## config.mk

```make
export PLATFORM = sky130hd
export DESIGN_NAME = bcd_down_timer_flat
export DESIGN_NICKNAME = d
export VERILOG_FILES = /design/src/rtl/bcd_down_timer_if.sv /design/src/rtl/bcd_down_timer.sv /design/src/flat_wrapper.sv
export SDC_FILE = /design/constraint.sdc
export NUM_CORES = 1
export LEC_CHECK = 0
export CAP_MARGIN = 0
export CORE_ASPECT_RATIO = 0.6
export CORE_MARGIN = 1
export CORE_UTILIZATION = 43
export CTS_BUF_LIST = sky130_fd_sc_hd__clkbuf_4 sky130_fd_sc_hd__clkbuf_8
export CTS_CLUSTER_SIZE = 12
export DETAILED_ROUTE_END_ITERATION = 6
export GPL_ROUTABILITY_DRIVEN = 0
export GPL_TIMING_DRIVEN = 1
export HOLD_SLACK_MARGIN = 0.1
export PLACE_DENSITY_LB_ADDON = 0.12
export SYNTH_ARGS = -nofsm -noshare
export SYNTH_HDL_FRONTEND = slang
export SYNTH_SLANG_ARGS = --single-unit
```

## constraint.sdc

```tcl
create_clock -name clk -period 2.09 [get_ports clk]
set_input_delay 0.418 -clock clk [delete_from_list [all_inputs] [get_ports clk]]
set_output_delay 0.418 -clock clk [all_outputs]
set_load 0.01 [all_outputs]
```

## src/rtl/bcd_down_timer_if.sv

```systemverilog
// Control/status bundle for the BCD down-timer: load/start/stop/tick inputs
// from the controller, count and status flags back from the timer.
interface bcd_down_timer_if #(
    parameter int NDIGITS = 4
);
    logic                   load;
    logic [4*NDIGITS-1:0]   load_val;
    logic                   start;
    logic                   stop;
    logic                   pause;
    logic                   enb;
    logic [4*NDIGITS-1:0]   Q;
    logic                   running;
    logic                   expire;
    logic                   done;
    logic                   load_err;

    modport master (
        output load, load_val, start, stop, pause, enb,
        input  Q, running, expire, done, load_err
    );

    modport slave (
        input  load, load_val, start, stop, pause, enb,
        output Q, running, expire, done, load_err
    );
endinterface

```

## src/rtl/bcd_down_timer.sv

```systemverilog
// Multi-digit BCD down-counter/timer with load validation, pause, stop,
// optional auto-reload, combinational expire and a registered done pulse.
module bcd_down_timer #(
    parameter int NDIGITS     = 4,
    parameter bit AUTO_RELOAD = 1'b0
) (
    input  logic            clk,
    input  logic            reset,
    bcd_down_timer_if.slave bus
);
    localparam int W = 4 * NDIGITS;
    localparam logic [W-1:0] ONE = {{(W-1){1'b0}}, 1'b1};

    typedef enum logic {IDLE = 1'b0, RUN = 1'b1} state_t;

    state_t         state_q, state_d;
    logic [W-1:0]   q_q, q_d;
    logic [W-1:0]   rl_q, rl_d;
    logic           done_q, done_d;
    logic           err_q, err_d;
    logic           tick;
    logic           at_one;

    function automatic logic bcd_valid(input logic [W-1:0] v);
        logic ok;
        ok = 1'b1;
        for (int i = 0; i < NDIGITS; i++) begin
            if (v[4*i +: 4] > 4'd9) ok = 1'b0;
        end
        return ok;
    endfunction

    // Borrow enters at digit 0; a zero digit that takes a borrow wraps to 9.
    function automatic logic [W-1:0] bcd_dec(input logic [W-1:0] v);
        logic [W-1:0] r;
        logic         borrow;
        r      = v;
        borrow = 1'b1;
        for (int i = 0; i < NDIGITS; i++) begin
            if (borrow) begin
                if (v[4*i +: 4] == 4'd0) begin
                    r[4*i +: 4] = 4'd9;
                end else begin
                    r[4*i +: 4] = v[4*i +: 4] - 4'd1;
                    borrow      = 1'b0;
                end
            end
        end
        return r;
    endfunction

    assign tick   = (state_q == RUN) && bus.enb && !bus.pause;
    assign at_one = (q_q == ONE);

    always_comb begin
        state_d = state_q;
        q_d     = q_q;
        rl_d    = rl_q;
        err_d   = err_q;
        done_d  = 1'b0;
        if (bus.load) begin
            if (bcd_valid(bus.load_val)) begin
                q_d     = bus.load_val;
                rl_d    = bus.load_val;
                state_d = IDLE;
                err_d   = 1'b0;
            end else begin
                err_d   = 1'b1;
            end
        end else if (bus.stop && state_q == RUN) begin
            state_d = IDLE;
        end else if (bus.start && state_q == IDLE) begin
            if (q_q != '0) state_d = RUN;
            else           done_d  = 1'b1;
        end else if (tick && q_q != '0) begin
            if (at_one) begin
                done_d = 1'b1;
                // A zero reload value would re-expire immediately, so stop instead.
                if (AUTO_RELOAD && rl_q != '0) begin
                    q_d = rl_q;
                end else begin
                    q_d     = '0;
                    state_d = IDLE;
                end
            end else begin
                q_d = bcd_dec(q_q);
            end
        end
    end

    always_ff @(posedge clk or posedge reset) begin
        if (reset) begin
            state_q <= IDLE;
            q_q     <= '0;
            rl_q    <= '0;
            done_q  <= 1'b0;
            err_q   <= 1'b0;
        end else begin
            state_q <= state_d;
            q_q     <= q_d;
            rl_q    <= rl_d;
            done_q  <= done_d;
            err_q   <= err_d;
        end
    end

    assign bus.Q        = q_q;
    assign bus.running  = (state_q == RUN);
    assign bus.expire   = tick && at_one;
    assign bus.done     = done_q;
    assign bus.load_err = err_q;
endmodule

```

## src/flat_wrapper.sv

```systemverilog
// flat-port wrapper written by rule: the top's interface ports become plain ports
module bcd_down_timer_flat 
#(
    parameter int NDIGITS     = 4,
    parameter bit AUTO_RELOAD = 1'b0
)
  (clk, reset, bus_load, bus_load_val, bus_start, bus_stop, bus_pause, bus_enb, bus_Q, bus_running, bus_expire, bus_done, bus_load_err);
  bcd_down_timer_if #(.NDIGITS(NDIGITS)) bus_i ();
  input  logic clk;
  input  logic reset;
  input wire logic [$bits(bus_i.load)-1:0] bus_load;
  input wire logic [$bits(bus_i.load_val)-1:0] bus_load_val;
  input wire logic [$bits(bus_i.start)-1:0] bus_start;
  input wire logic [$bits(bus_i.stop)-1:0] bus_stop;
  input wire logic [$bits(bus_i.pause)-1:0] bus_pause;
  input wire logic [$bits(bus_i.enb)-1:0] bus_enb;
  output wire logic [$bits(bus_i.Q)-1:0] bus_Q;
  output wire logic [$bits(bus_i.running)-1:0] bus_running;
  output wire logic [$bits(bus_i.expire)-1:0] bus_expire;
  output wire logic [$bits(bus_i.done)-1:0] bus_done;
  output wire logic [$bits(bus_i.load_err)-1:0] bus_load_err;
  assign bus_i.load = bus_load;
  assign bus_i.load_val = bus_load_val;
  assign bus_i.start = bus_start;
  assign bus_i.stop = bus_stop;
  assign bus_i.pause = bus_pause;
  assign bus_i.enb = bus_enb;
  assign bus_Q = bus_i.Q;
  assign bus_running = bus_i.running;
  assign bus_expire = bus_i.expire;
  assign bus_done = bus_i.done;
  assign bus_load_err = bus_i.load_err;
  bcd_down_timer #(.NDIGITS(NDIGITS), .AUTO_RELOAD(AUTO_RELOAD)) u_core (.clk(clk), .reset(reset), .bus(bus_i));
endmodule
```

* After elaboration in Yosys (flattened, before gate mapping)
Cells that the tools add are included.
Word-level totals: register bits 19, word-level logic and storage cells 96
Operators by class: $add $sub $neg 4, magnitude comparators 4, eq/ne operators 5, multiplexer cells 52, bitwise gates (word level) 1, reductions and logical operators 23
Operator list (number):
- $mux 16 | 6
- $mux 1 | 39
- $mux 4 | 7
- $eq 16x1->1 const B | 1
- $gt 4x4->1 const B | 4
- $logic_not 4->1 | 4
- $reduce_bool 16->1 | 1
- $sub 4x1->4 const B | 4
- $reduce_and 5->1 | 3
- $reduce_bool 3->1 | 3
- $reduce_and 4->1 | 2
- $reduce_bool 4->1 | 2
- $logic_and 1x1->1 | 6
- $ne 2x2->1 const B | 2
- $ne 4x3->1 const B | 1
- $ne 2x1->1 const B | 1
- $reduce_bool 2->1 | 1
- $logic_not 1->1 | 1
- $not 1->1 | 1

* Longest topological paths before layout
Gate-level depths: netlist of run 1.
word-level depth 25, gate-level depth with buffers 8

* Worst setup path before layout of run 1
No wires, ideal clock.
path kind register to register, from register u_core.q_q[0] (netlist: u_core.bus.Q[0]), to register u_core.q_q[1] (netlist: u_core.bus.Q[1]), library setup time 0.125 ns, arrival 2.088 ns, data required time 1.965 ns, setup slack -0.123 ns, stages on the path, launching flop included 9, buffers on the path 1, path through dfrtp_1 inv_1 ha_1 nor3b_1 and4_4 nor4_4 or2_1 buf_2 mux2_4
On the way: cells in the longest elaborated chain, start to end 7, elaborated cells on any way between the ends 13
RTL lines:
- start: declaration | line bcd_down_timer.sv:17 | logic [W-1:0] q_q, q_d;
- start signal: assignment | line bcd_down_timer.sv:100 | q_q <= q_d;
- $sub 4x1->4 or $logic_not 4->1 (tied branches) | line bcd_down_timer.sv:44, bcd_down_timer.sv:41
- $mux 4 | line bcd_down_timer.sv:41 | if (v[4*i +: 4] == 4'd0) begin
- $mux 16 | line bcd_down_timer.sv:76 | if (at_one) begin
- $mux 16 | line bcd_down_timer.sv:75 | end else if (tick && q_q != '0) begin
- $mux 16 | line bcd_down_timer.sv:72 | end else if (bus.start && state_q == IDLE) begin
- $mux 16 | line bcd_down_timer.sv:70 | end else if (bus.stop && state_q == RUN) begin
- $mux 16 | line bcd_down_timer.sv:61 | if (bus.load) begin
Several ways; a longest one is shown, not always the timed one. The select of a mux whose other input is x is not followed. A chain may end at the register's enable or synchronous reset.

* Worst setup path in the final report of run 1
from register u_core.q_q[1] (netlist: u_core.bus.Q[1]), to register u_core.q_q[5] (netlist: u_core.bus.Q[5])
On the way: cells in the longest elaborated chain, start to end 9, elaborated cells on any way between the ends 18
RTL lines (line):
- $logic_not 4->1 | bcd_down_timer.sv:41
- $mux 1 | bcd_down_timer.sv:41
- $mux 1 | bcd_down_timer.sv:76
- $mux 1 | bcd_down_timer.sv:75
- $mux 1 | bcd_down_timer.sv:72
- $mux 1 | bcd_down_timer.sv:70
- $mux 1 | bcd_down_timer.sv:61
- $reduce_bool 3->1 (no source line)
- $reduce_and 5->1 (no source line)
Several ways; a longest one is shown, not always the timed one. The select of a mux whose other input is x is not followed.

==> results of run 1 <==
## repair_timing
action,CTS,global route
setup buffers,6,13
endpoints found under the setup margin,12,16
endpoints found under the hold margin,0,0
resized for setup,12,28
pin swaps,3,5
hold buffers,0,0
## cells by family (layout without fill, tap and decap cells)
group	after synthesis	count (layout)
compound gates	44	44
fa+ha+maj	6	6
buf+inv	15	127
mux	12	12
flops	19	19
simple gates	53	53
## metrics by stage
| stage | hold WS (ns) | utilization (%) |
|---|---|---|
| CTS | 0.459 | 79.7 |
| detailed placement | 0.535 | 75.5 |
| finish | 0.443 | 87.8 |
| floorplan | 0.369 | - |
| global route | 0.484 | 87.8 |
| global placement | 0.491 | 75.5 |
## flip-flops by register name, indices dropped and copies added, names as in the netlist
signal	cells
u_core.bus.load_err	1
u_core.bus.Q	16
u_core.bus.done	1
u_core.bus.running	1
## worst max-delay path by stage
stage | endpoint | cells past startpoint
after global placement | bus_expire | 6
after CTS | bus_expire | 6
final | u_core.bus.Q[5]$_DFFE_PP0P_ | 10
after floorplan | u_core.bus.Q[1]$_DFFE_PP0P_ | 8
after detailed placement | bus_expire | 6
after global routing | u_core.bus.Q[5]$_DFFE_PP0P_ | 10
## placed cells by master, fill, tap and decap left out, types with 2 or more instances in the layout
cell type	netlist	final
nor3_1	5	5
ha_1	6	2
buf_4	0	66
a22oi_1	3	3
mux2_2	5	2
o21ai_0	13	13
a21oi_1	6	6
a32oi_1	4	2
inv_1	11	3
o21bai_1	3	3
nand3b_1	2	2
a32oi_2	0	2
o31ai_1	5	5
nor3b_4	1	5
inv_2	0	8
a31oi_1	2	2
mux2i_1	6	5
nand2_1	19	16
clkdlybuf4s50_1	0	41
dfrtp_1	19	18
nand2_2	0	2
nor2_1	14	14
buf_6	0	5
mux2_4	1	4
clkbuf_8	0	3
o21ai_4	0	2
ha_4	0	3
## final cells by class
type / count / share of cell area, %
Multi-Input combinational cell: 115 / 38.2
Timing Repair Buffer: 112 / 37.7
Sequential cell: 19 / 18.7
Tap cell: 42 / 2.06
Clock buffer: 3 / 1.62
Inverter: 11 / 1.62
Clock inverter: 1 / 0.196
## routing by layer
layer | track usage [%] | up-vias | share of wire, %
li1 | - | 775 | -
met1 | 40.2 | 862 | 43
met2 | 50.4 | 144 | 42
met3 | 7.81 | 42 | 8.9
met4 | 13.5 | 0 | 5.7
met5 | 0 | - | 0
## synthesized netlist by cell type
master,n
nor3b_1,2
dfrtp_1,19
nand2b_1,1
nor4_4,1
clkbuf_1,2
a21oi_1,6
o21ai_2,2
o221ai_2,1
a22oi_1,3
a41oi_1,1
nor3b_2,2
o22a_1,1
and4_4,1
nor3b_4,1
nor2b_1,2
mux2_2,5
inv_1,11
a31oi_1,2
nor2_1,14
buf_2,1
nand3b_1,2
nand3_1,1
a22o_1,1
mux2i_1,6
o32ai_1,1
o31ai_1,5
o21ai_0,13
ha_1,6
mux2_4,1
nor3_1,5
buf_1,1
o21bai_1,3
or2_1,1
a32o_1,1
a32oi_1,4
and4_1,1
nand2_1,19
## power breakdown
group	leakage, nW	switching, W	internal [W]
Clock	0.0255	0.000147	0.000134
Combinational	0.903	0.000829	0.00112
Sequential	0.223	0.000184	0.000514
Total	1.15	0.00116	0.00177
==> flow_summary.json, run 1 <==
{
  "ir_drop_mv": 0.837,
  "antenna_cells": 0,
  "fillers": 115,
  "p_leak_nw": 1.15,
  "grt_pass1_vias": 1569,
  "clkTransAtPathRegs_ns": 0.08,
  "dpl_worst_slack_ns": -0.180,
  "groute.usage.overall_pct": 31.2,
  "num_io_pins": 43,
  "end_kind": "register",
  "finalCritPeriodShare_pct": 106,
  "synth-adder-area-share_pct": 5.62,
  "detail-route-antenna-nets": 0,
  "io_buffers": 42,
  "synth_cell_types": 37,
  "tritoncts": "built",
  "netlist.area_leader.share_pct": 35.6,
  "cp_slowest_cell": "dfrtp_1",
  "arrival_ns": 2.40,
  "synthMuxAreaShare_pct": 9.83,
  "chipHeight_um": 45.2,
  "syn_inst": 149,
  "placed_cell_area_um2": 2200,
  "placed_cells": 280,
  "cpPeakStageDelay_ns": 0.42,
  "final_max_slew_viol_count": 0,
  "cp_top_family": "buffers and inverters",
  "routed-via-count": 1823,
  "yosysSeqAreaShare_pct": 35.6,
  "design_area_um2": 2550,
  "area.growth.synth_to_final_pct": 91.2,
  "syn_area_um2": 1340,
  "yosysWarnings": 0,
  "hp-class": "in2async",
  "layout_setup_ws_ns": -0.119,
  "fin_tns_setup_ns": -0.445,
  "regArea_um2": 477,
  "core_um2": 2910,
  "worst_pin_slew_ns": 0.469,
  "yosys.area_share.simple_pct": 22.0,
  "reg2reg_depth": 10,
  "clock_latency_ns": 0.28,
  "power_density_nw_per_um2": 1140,
  "detail_route.wl_per_cell_um": 20.2,
  "rsz0062_at_grt": "true",
  "grt_max_degree": 19,
  "synth_top_family_by_area": "compound AO/OA/AOI/OAI gates",
  "startpoint_type": "register",
  "critPathRequiredTime_ns": 2.28,
  "r2r_start": "u_core.bus.Q[1]$_DFFE_PP0P_",
  "maxSlewHeadroom_pct": 68.7,
  "wl_um": 6110,
  "clock_skew_ns": 0.00422,
  "worstPathBufferInverterCount": 4,
  "fmax_ghz": 0.453,
  "finalSetupViolCount": 10,
  "remaining_drc_errors": 0,
  "crit_start": "u_core.bus.Q[1]$_DFFE_PP0P_",
  "crit_type": "reg2reg",
  "multi_input_area_um2": 976,
  "synthTopCellsByArea": "dfrtp_1 36%, ha_1 5.6%, nand2_1 5.3%",
  "synth-xor-area-share_pct": 0,
  "fin_nets": 291,
  "hpwl_um": 3650,
  "period_needed_ns": 2.21,
  "outcome": "finished with violations",
  "cap_violations": 0,
  "rrSetupSlack_ns": -0.12,
  "die_w_um": 74.0,
  "antenna_found_initial": 0,
  "total_power_w": 0.00292,
  "viasPerCell": 6.02,
  "die_area_um2": 3340,
  "ys_ff_latch": 19,
  "cts_sinks": 19,
  "numCtsBuffers": 3,
  "synth_compound_area_share_pct": 22.7,
  "worstPathMaxFanout": 4,
  "clockRootBuffer": "clkbuf_8",
  "h-tree-depth": 1,
  "drt-initial-drc-count": 190,
  "synth.avg_cell_area_um2": 8.97,
  "violations": "negative setup slack",
  "initial_core_util_pct": 45.9,
  "drive_above_1_share_pct": 43.3,
  "hold_violations": 0,
  "stdcell_count": 303,
  "first_pass_iters": 5,
  "reg2reg_to": "u_core.bus.Q[5]$_DFFE_PP0P_",
  "cts_max_path_buffers": 2,
  "path_common_cell": "buf_4",
  "path_cells": "inv_2, ha_4, nor3b_4, buf_4, and4_4, nor4_4, buf_4, o21ai_4, buf_6, mux2i_2",
  "yosys.area.top_type": "dfrtp_1",
  "rows": 15,
  "grt_pass1_wl_um": 7540,
  "syn_nets": 178,
  "grt_overflow": 0
}
Power figures use the tool's default switching activity.
==> inputs of run 2 (changes only) <==
--- a/config.mk
+++ b/config.mk
@@ -16,6 +16,7 @@
 export GPL_TIMING_DRIVEN = 1
 export HOLD_SLACK_MARGIN = 0.1
 export PLACE_DENSITY_LB_ADDON = 0.12
+export REMOVE_ABC_BUFFERS = 1
 export SYNTH_ARGS = -nofsm -noshare
 export SYNTH_HDL_FRONTEND = slang
 export SYNTH_SLANG_ARGS = --single-unit
==> run 2 against run 1 <==
Net effect:
- clock power barely moved
- maximum frequency rose by 0.87%
- hold slack improved by 0.029 ns
- via count fell by 4.6%
- the run still ends with negative setup slack left
- wire length fell by 4.5%
- register-to-register slack improved by 0.02 ns
- highest routed layer unchanged
- sequential power fell by 2%
==> flow_summary.json, run 2 (same netlist as run 1, synthesis figures left out) <==
{
  "clockRootBuffer": "clkbuf_8",
  "post-route-util_pct": 83.4,
  "die_w_um": 74.0,
  "p_leak_nw": 1.08,
  "cpPeakStageDelay_ns": 0.39,
  "antenna_found_initial": 0,
  "detail_route.wl_per_cell_um": 20.1,
  "core_um2": 2910,
  "whs_ns": 0.472,
  "cts_max_path_buffers": 2,
  "critPathRequiredTime_ns": 2.28,
  "final_cell_mix": "52 x buf_4, 41 x clkdlybuf4s50_1, 18 x dfrtp_1, 17 x nand2_1, 14 x nor2_1",
  "clock_latency_ns": 0.28,
  "stdcell_count": 290,
  "drive_above_1_share_pct": 38.3,
  "grt_max_degree": 29,
  "grt_pass1_vias": 1532,
  "worstPathMaxFanout": 5,
  "ir_drop_mv": 0.915,
  "finalSetupViolCount": 13,
  "grt_pass1_wl_um": 7160,
  "num_io_pins": 43,
  "fmax_ghz": 0.457,
  "cap_violations": 0,
  "placed_cells": 273,
  "chipHeight_um": 45.2,
  "final_max_slew_viol_count": 0,
  "end_kind": "register",
  "path_common_cell": "buf_4",
  "wl_um": 5830,
  "maxSlewHeadroom_pct": 71.0,
  "cp_slowest_cell": "dfrtp_1",
  "numCtsBuffers": 3,
  "largest_reg_flops": 16,
  "rows": 15,
  "rsz0062_at_grt": "true",
  "finalCritPeriodShare_pct": 105,
  "remaining_drc_errors": 0,
  "fin_nets": 278,
  "die_area_um2": 3340,
  "groute.usage.overall_pct": 29.0,
  "routed-via-count": 1740,
  "crit_type": "reg2reg",
  "cts_sinks": 19,
  "multi_input_area_um2": 941,
  "first_pass_iters": 5,
  "path_cells": "inv_1, buf_4, ha_2, nor3b_4, and4_4, nor4_4, buf_4, o21ai_4, buf_6, mux2i_2",
  "mostFrequentLayoutCell": "buf_4",
  "antenna_cells": 0,
  "grt_overflow": 0,
  "drt-initial-drc-count": 200,
  "fillers": 163,
  "clock_skew_ns": 0.00847,
  "layout_setup_ws_ns": -0.100,
  "arrival_ns": 2.38,
  "violations": "negative setup slack",
  "power_density_nw_per_um2": 1170,
  "io_buffers": 42,
  "startpoint_type": "register",
  "h-tree-depth": 1,
  "detail-route-antenna-nets": 0,
  "worstPathBufferInverterCount": 4,
  "outcome": "finished with violations",
  "cp_top_family": "buffers and inverters",
  "hold_buffers": 0,
  "clkTransAtPathRegs_ns": 0.08,
  "hold_violations": 0,
  "hpwl_um": 3400,
  "dpl_worst_slack_ns": -0.189,
  "initial_core_util_pct": 45.9,
  "viasPerCell": 6.00,
  "regArea_um2": 477,
  "hp-class": "in2async",
  "area.growth.synth_to_final_pct": 81.6,
  "tritoncts": "built",
  "period_needed_ns": 2.19,
  "worst_pin_slew_ns": 0.434
}
## run 2: changes by cell type in the layout (fill, tap and decap cells not counted), moves of 2 or more
cell | previous run | this run
inv_2 | 8 | 6
inv_1 | 3 | 5
buf_4 | 66 | 52
a32oi_2 | 2 | 0
a32oi_1 | 2 | 4
## run 2: area by class of cell
type | count | share of cell area [%]
Clock buffer | 3 | 1.70
Clock inverter | 1 | 0.206
Inverter | 11 | 1.70
Multi-Input combinational cell | 115 | 38.8
Sequential cell | 19 | 19.6
Tap cell | 42 | 2.17
Timing Repair Buffer | 99 | 35.8
## run 2: tightest hold or removal path, delay by kind of cell
kind     cells  cell delay [ns]
buf+inv      3             0.72
## run 2: report_power, final
group	leakage, nW	switching [W]	total, W	internal, W
Clock	0.0255	0.000146	0.000280	0.000134
Combinational	0.830	0.000824	0.00186	0.00104
Sequential	0.223	0.000172	0.000686	0.000514
Total	1.08	0.00114	0.00283	0.00169
## run 2: repair_timing
| action | 4_1_cts | 5_1_grt |
|---|---|---|
| cloned | 0 | 0 |
| buffers inserted | 7 | 6 |
| pin swaps | 5 | 5 |
| endpoints found under the setup margin | 14 | 16 |
| resized for setup | 18 | 25 |
## run 2: final timing paths
path | from | to | slack (ns) | cells past startpoint
setup / recovery | u_core.bus.Q[1]$_DFFE_PP0P_ | u_core.bus.Q[5]$_DFFE_PP0P_ | -0.10 | 10
hold / removal | reset | u_core.bus.Q[1]$_DFFE_PP0P_ | 0.47 | 3
setup reg to reg | u_core.bus.Q[1]$_DFFE_PP0P_ | u_core.bus.Q[5]$_DFFE_PP0P_ | -0.10 | 10
hold reg to reg | u_core.bus.load_err$_DFFE_PP0P_ | u_core.bus.load_err$_DFFE_PP0P_ | 0.52 | 2
max in group asynchronous | reset | u_core.bus.Q[0]$_DFFE_PP0P_ | 1.39 | 3
min in group clk | u_core.bus.load_err$_DFFE_PP0P_ | u_core.bus.load_err$_DFFE_PP0P_ | 0.52 | 2
## run 2: through the flow
stage / total power [W] / setup TNS [ns] / area [µm²]
CTS: 0.00251 / 0 / 2270
finish: 0.00283 / -0.393 / 2430
global route: 0.00297 / -1.24 / 2430
detailed placement: 0.00212 / -1.74 / 2120
global placement: 0.00205 / -0.256 / 2120
floorplan: 0.00128 / -0.207 / 1320
## run 2: layer usage
metal  global-route usage (%)  up-vias  share of wire, %
met5                        0        -                 0
met1                     36.8      820                40
met4                     7.31        0               4.9
met3                     7.14       39               8.9
met2                     50.2      130                46
li1                         -      751                 -
